==> src/rtl/servo_pwm_capture.sv <==
// servo_pwm_capture: decodes a servo-style PWM input. It measures the high time and the
// rise-to-rise period in clk cycles and presents each completed frame on a valid/ready
// output. It also flags lost signal, out-of-range pulses and frames dropped while the
// output register was still full.
// Optional build macro: SERVO_CAP_GLITCH_FILTER_EN inserts a FILTER_LEN-sample glitch
// filter after the synchroniser. Each edge is then delayed by FILTER_LEN cycles.
module servo_pwm_capture #(
  parameter int CNT_W      = 21,
  parameter int TIMEOUT    = 600000,
  parameter int PW_MIN     = 1600,
  parameter int PW_MAX     = 66000,
  parameter int FILTER_LEN = 4
) (
  input  logic             clk,
  input  logic             rst,
  input  logic             pwm_in,
  output logic [CNT_W-1:0] high_cnt,
  output logic [CNT_W-1:0] period_cnt,
  output logic             range_err,
  output logic             meas_valid,
  input  logic             meas_ready,
  output logic             overrun,
  output logic             signal_lost
);

  typedef enum logic [1:0] {IDLE, HIGH, LOW} state_t;

  localparam logic [CNT_W-1:0] TIMEOUT_C = CNT_W'(TIMEOUT);

  if (FILTER_LEN < 1 || TIMEOUT < 2 || TIMEOUT >= (1 << CNT_W)) begin : g_param_check
    $error("servo_pwm_capture: FILTER_LEN must be >= 1 and TIMEOUT must fit in CNT_W bits");
  end

  function automatic logic [CNT_W-1:0] sat_inc(input logic [CNT_W-1:0] v);
    return (v >= TIMEOUT_C) ? TIMEOUT_C : v + CNT_W'(1);
  endfunction

  function automatic logic out_of_range(input logic [CNT_W-1:0] v);
    return (v < CNT_W'(PW_MIN)) || (v > CNT_W'(PW_MAX));
  endfunction

  logic sync_p0, sync_p1;
  logic lvl, lvl_d, rise, fall;

  // ---- stage p0/p1: synchroniser ----
  // Two-flop synchroniser. It is left unreset, so a level already present at reset is never seen as an edge.
  always_ff @(posedge clk) begin
    sync_p0 <= pwm_in;
    sync_p1 <= sync_p0;
  end

`ifdef SERVO_CAP_GLITCH_FILTER_EN
  localparam int FC_W = $clog2(FILTER_LEN + 1);
  logic [FC_W-1:0] flt_cnt;
  logic            flt_lvl;

  // Filtered level follows the synchronised level only after FILTER_LEN consecutive differing samples.
  always_ff @(posedge clk) begin
    if (sync_p1 == flt_lvl) begin
      flt_cnt <= '0;
    end else if (flt_cnt == FC_W'(FILTER_LEN - 1)) begin
      flt_lvl <= sync_p1;
      flt_cnt <= '0;
    end else begin
      flt_cnt <= flt_cnt + FC_W'(1);
    end
  end

  assign lvl = flt_lvl;
`else
  assign lvl = sync_p1;
`endif

  // Delayed copy of the level for edge detection. It is unreset for the same reason as the synchroniser.
  always_ff @(posedge clk) begin
    lvl_d <= lvl;
  end

  assign rise = lvl & ~lvl_d;
  assign fall = ~lvl & lvl_d;

  // ---- frame FSM and counters ----
  state_t           state, state_nxt;
  logic [CNT_W-1:0] cnt, hi_lat;
  logic             timeout_hit, cnt_start, hi_cap, frame_done, load;

  // State register.
  always_ff @(posedge clk) begin
    if (rst) state <= IDLE;
    else     state <= state_nxt;
  end

  // Next-state logic. Timeout wins over a coincident edge.
  always_comb begin
    state_nxt = state;
    unique case (state)
      IDLE:    if (rise) state_nxt = HIGH;
      HIGH:    if (cnt == TIMEOUT_C) state_nxt = IDLE;
               else if (fall)        state_nxt = LOW;
      LOW:     if (cnt == TIMEOUT_C) state_nxt = IDLE;
               else if (rise)        state_nxt = HIGH;
      default: state_nxt = IDLE;
    endcase
  end

  // FSM output decode for the counter, high-time latch and frame completion.
  always_comb begin
    timeout_hit = (state != IDLE) && (cnt == TIMEOUT_C);
    cnt_start   = rise && ((state == IDLE) || ((state == LOW) && !timeout_hit));
    hi_cap      = (state == HIGH) && fall && !timeout_hit;
    frame_done  = (state == LOW) && rise && !timeout_hit;
  end

  // Cycle counter. It restarts at 1 on each accepted rise and saturates at TIMEOUT.
  always_ff @(posedge clk) begin
    if (rst)                               cnt <= '0;
    else if (cnt_start)                    cnt <= CNT_W'(1);
    else if (state == IDLE || timeout_hit) cnt <= '0;
    else                                   cnt <= sat_inc(cnt);
  end

  // High-time latch. It is always written on a fall before any frame can complete.
  always_ff @(posedge clk) begin
    if (hi_cap) hi_lat <= cnt;
  end

  // ---- output register ----
  assign load = frame_done && (!meas_valid || meas_ready);

  // Output handshake, overrun pulse and sticky lost flag.
  always_ff @(posedge clk) begin
    if (rst) begin
      meas_valid  <= 1'b0;
      overrun     <= 1'b0;
      signal_lost <= 1'b0;
    end else begin
      meas_valid <= load || (meas_valid && !meas_ready);
      overrun    <= frame_done && !load;
      if (load)             signal_lost <= 1'b0;
      else if (timeout_hit) signal_lost <= 1'b1;
    end
  end

  // Frame data. It is held stable until the next frame loads.
  always_ff @(posedge clk) begin
    if (rst) begin
      high_cnt   <= '0;
      period_cnt <= '0;
      range_err  <= 1'b0;
    end else if (load) begin
      high_cnt   <= hi_lat;
      period_cnt <= cnt;
      range_err  <= out_of_range(hi_lat);
    end
  end

endmodule
==> config.mk <==
export PLATFORM = sky130hd
export DESIGN_NAME = servo_pwm_capture
export DESIGN_NICKNAME = d
export VERILOG_FILES = /design/src/rtl/servo_pwm_capture.sv
export SDC_FILE = /design/constraint.sdc
export NUM_CORES = 1
export LEC_CHECK = 0
export ABC_CLOCK_PERIOD_IN_PS = 6400
export BUFFER_PORTS_ARGS = -buffer_cell sky130_fd_sc_hd__buf_2
export CORE_MARGIN = 3
export CORE_UTILIZATION = 30
export DETAILED_ROUTE_END_ITERATION = 10
export SYNTH_ARGS = -nofsm -noshare
export SYNTH_HDL_FRONTEND = slang
export SYNTH_SLANG_ARGS = --single-unit
==> constraint.sdc <==
create_clock -name clk -period 6.4 [get_ports clk]
set_clock_uncertainty 0.05 [all_clocks]
set_input_delay 0.64 -clock clk [delete_from_list [all_inputs] [get_ports clk]]
set_output_delay 0.64 -clock clk [all_outputs]
set_load 0.03 [all_outputs]
==> reports/metrics.yaml <==
outcome:
  status: "finished, final reports clean"
sta:
  fin_crit_sh: 0.374
  worst_slew_pin_slew_ns: 0.903
  fin_ws_ns: 4.01
  layout_min_cycle_time_ns: 2.39
  hold_violations: 0
  slew_viol_final: 0
  rsz0062_at_grt: "no"
  setup_violations: 0
  fmaxAchievable_mhz: 418
  tns_ns: 0
  max_slew_margin: 0.398
placement:
  place.port_buffers: 49
  place_congestion: 0.833
  place_hpwl_um: 5560
  dp_slack_ns: 4.03
die:
  chipHeight_um: 116
  num_rows: 39
  die_w_um: 116
  core-area_um2: 11700
  start_util: 0.312
  design.die.area_um2: 13500
  io_pins: 50
cts:
  cts_buffers: 9
  cts_buffer_depth: 2
  path_clk_slew_ns: 0.06
  clk_latency_ns: 0.34
  cts-root-buf: "clkbuf_16"
  hold_buffers: 0
  cts.sinks: 93
  cts_tree: "done"
  h-tree-depth: 3
  cts_resized: 0
  cts_setup_buffers: 0
global_route:
  antenna_found_initial: 0
  track_usage: 0.120
  grt_pass1_wl_um: 12700
  grt_max_degree: 52
  grt_pass1_vias: 2553
  overflow: 0
cells_and_area:
  diodes: 0
  final_cell_mix: "nand2_1, dfxtp_1, a21oi_1"
  drive_gt1_frac: 0.200
  mostFrequentLayoutCell: "nand2_1"
  nets: 422
  area_growth_pct: 17.6
synthesis:
  netlist_area_um2: 3640
  synth_warnings: 0
  async_reset_ff_frac: 0
  synth_area_leaders: "dfxtp_1, edfxtp_1, nand2_1"
  synth_cells: 373
  synthDistinctLibCells: 45
  synth.top_cell.area_share: 0.396
  synth_seq_area_share: 0.569
  ys.flop_type: "dfxtp_1"
  synthAdderAreaFrac: 0.00687
  yosysTopAreaCell: "dfxtp_1"
  synth_simple_gate_area_frac: 0.224
  synth_edf_count: 21
  synth_top_family_by_area: "simple AND/OR/NAND/NOR gates"
  synth_fp_nets: 379
  synth_xor_area_frac: 0.0409
  synth_compound_area_frac: 0.113
  synth_mux_area_frac: 0
  syn_area_per_cell_um2: 9.76
  synth_seq_cells: 93
setup_path:
  cp-end-kind: "flop"
  path_class: "reg -> reg"
  path_max_fanout: 29
  required_ns: 6.61
  rrSetupSlack_ns: 4.01
  critPathLaunchType: "flop"
  cp.arrival_ns: 2.60
power:
  cellPowerDensity_nw_per_um2: 288
  switching_power_mw: 0.247
  power.internal_mw: 0.986
  ir_drop_mv: 0.122
  switching_share: 0.200
  clkPwrFrac: 0.471
  seqPwrFrac: 0.502
  combPwrFrac: 0.026
  p_leak_nw: 1.52
detailed_routing:
  via_count: 2683
  firstDrtPassIters: 5
  routed_wirelength_um: 7920
  wl_per_cell_um: 14.0
  ant_nets: 0
  drt_iter0_markers: 177
  drcViolationCount: 0
  via_per_inst: 4.76
hold_path:
  hold_path_class: "reg -> reg"
run:
  maxCapViolCount: 0
-- registers in the layout (all words and copies together), names as in the netlist --
| name | cells |
|---|---|
| range_err | 1 |
| sync_p0 | 1 |
| high_cnt | 21 |
| signal_lost | 1 |
| state | 2 |
| lvl | 1 |
| period_cnt | 21 |
| lvl_d | 1 |
| meas_valid | 1 |
| hi_lat | 21 |
| cnt | 21 |
| overrun | 1 |
-- Yosys cell counts, types with 2 or more instances --
cell,n
nand2_1,93
inv_1,7
dfxtp_1,72
xor2_1,9
and4_1,3
xnor2_1,8
buf_6,6
nand3_1,8
o32a_1,2
a21oi_1,55
nor3_1,9
nand4_1,7
nand2b_1,4
nor2_4,9
ha_1,2
clkbuf_1,11
edfxtp_1,21
o211ai_1,2
and2_1,2
nor2_1,14
nor4_1,2
o21ai_0,3
nor4bb_1,2
-- worst max-delay path: stages, from the launching register on --
cell,delay (ns)
dfxtp_1,0.52
nor4bb_1,0.40
and3_4,0.26
a21o_1,0.41
buf_4,0.40
nand2_1,0.10
a21oi_1,0.15
-- kinds of logic after synthesis --
family | after synthesis
other cells | 1
buf+inv | 27
compound gates | 71
simple gates | 162
fa+ha+maj | 2
flops | 93
xor+xnor | 17
-- layout make-up --
type                    count  area [um^2]
fillers                  1171         7380
clock inverters             3         66.3
inverters                   7         26.3
repair buffers             52          268
clock buffers              13          262
well taps                 143          179
multi-input cells         253         1410
flip-flops and latches     93         2070
-- power by group through the flow --
stage          combinational, mW  sequential [mW]  clock [mW]
2_1_floorplan             0.0275            0.629           0
3_3_place_gp              0.0326            0.632           0
3_5_place_dp              0.0330            0.632           0
4_1_cts                   0.0333            0.619       0.591
5_1_grt                   0.0365            0.620       0.614
6_report                  0.0327            0.619       0.581
-- path summary, 6_finish.rpt --
path	start	end	cells past startpoint
worst min register to register	sync_p0	lvl	0
worst max-delay path	cnt[13]	high_cnt[18]	6
worst max register to register	cnt[13]	high_cnt[18]	6
worst min-delay path	sync_p0	lvl	0
-- per-layer routing --
metal,up-vias,routed length (um),track usage,part of all wire
met2,45,3660,0.187,0.46
li1,1368,-,-,-
met5,-,0,0,0
met1,1257,3800,0.158,0.48
met3,13,325,0.0342,0.041
met4,0,127,0.0472,0.016
-- stage by stage --
stage | power [mW] | std cells | hold slack [ns] | area [um^2] | utilization
after global placement | 0.664 | 548 | 0.262 | 3950 | 0.339
final | 1.23 | 564 | 0.276 | 4280 | 0.367
after CTS | 1.24 | 564 | 0.279 | 4280 | 0.367
after global routing | 1.27 | 564 | 0.282 | 4280 | 0.367
after floorplan | 0.657 | 373 | 0.260 | 3640 | -
after detailed placement | 0.665 | 548 | 0.263 | 3950 | 0.339
(Power assumes the default switching activity.)
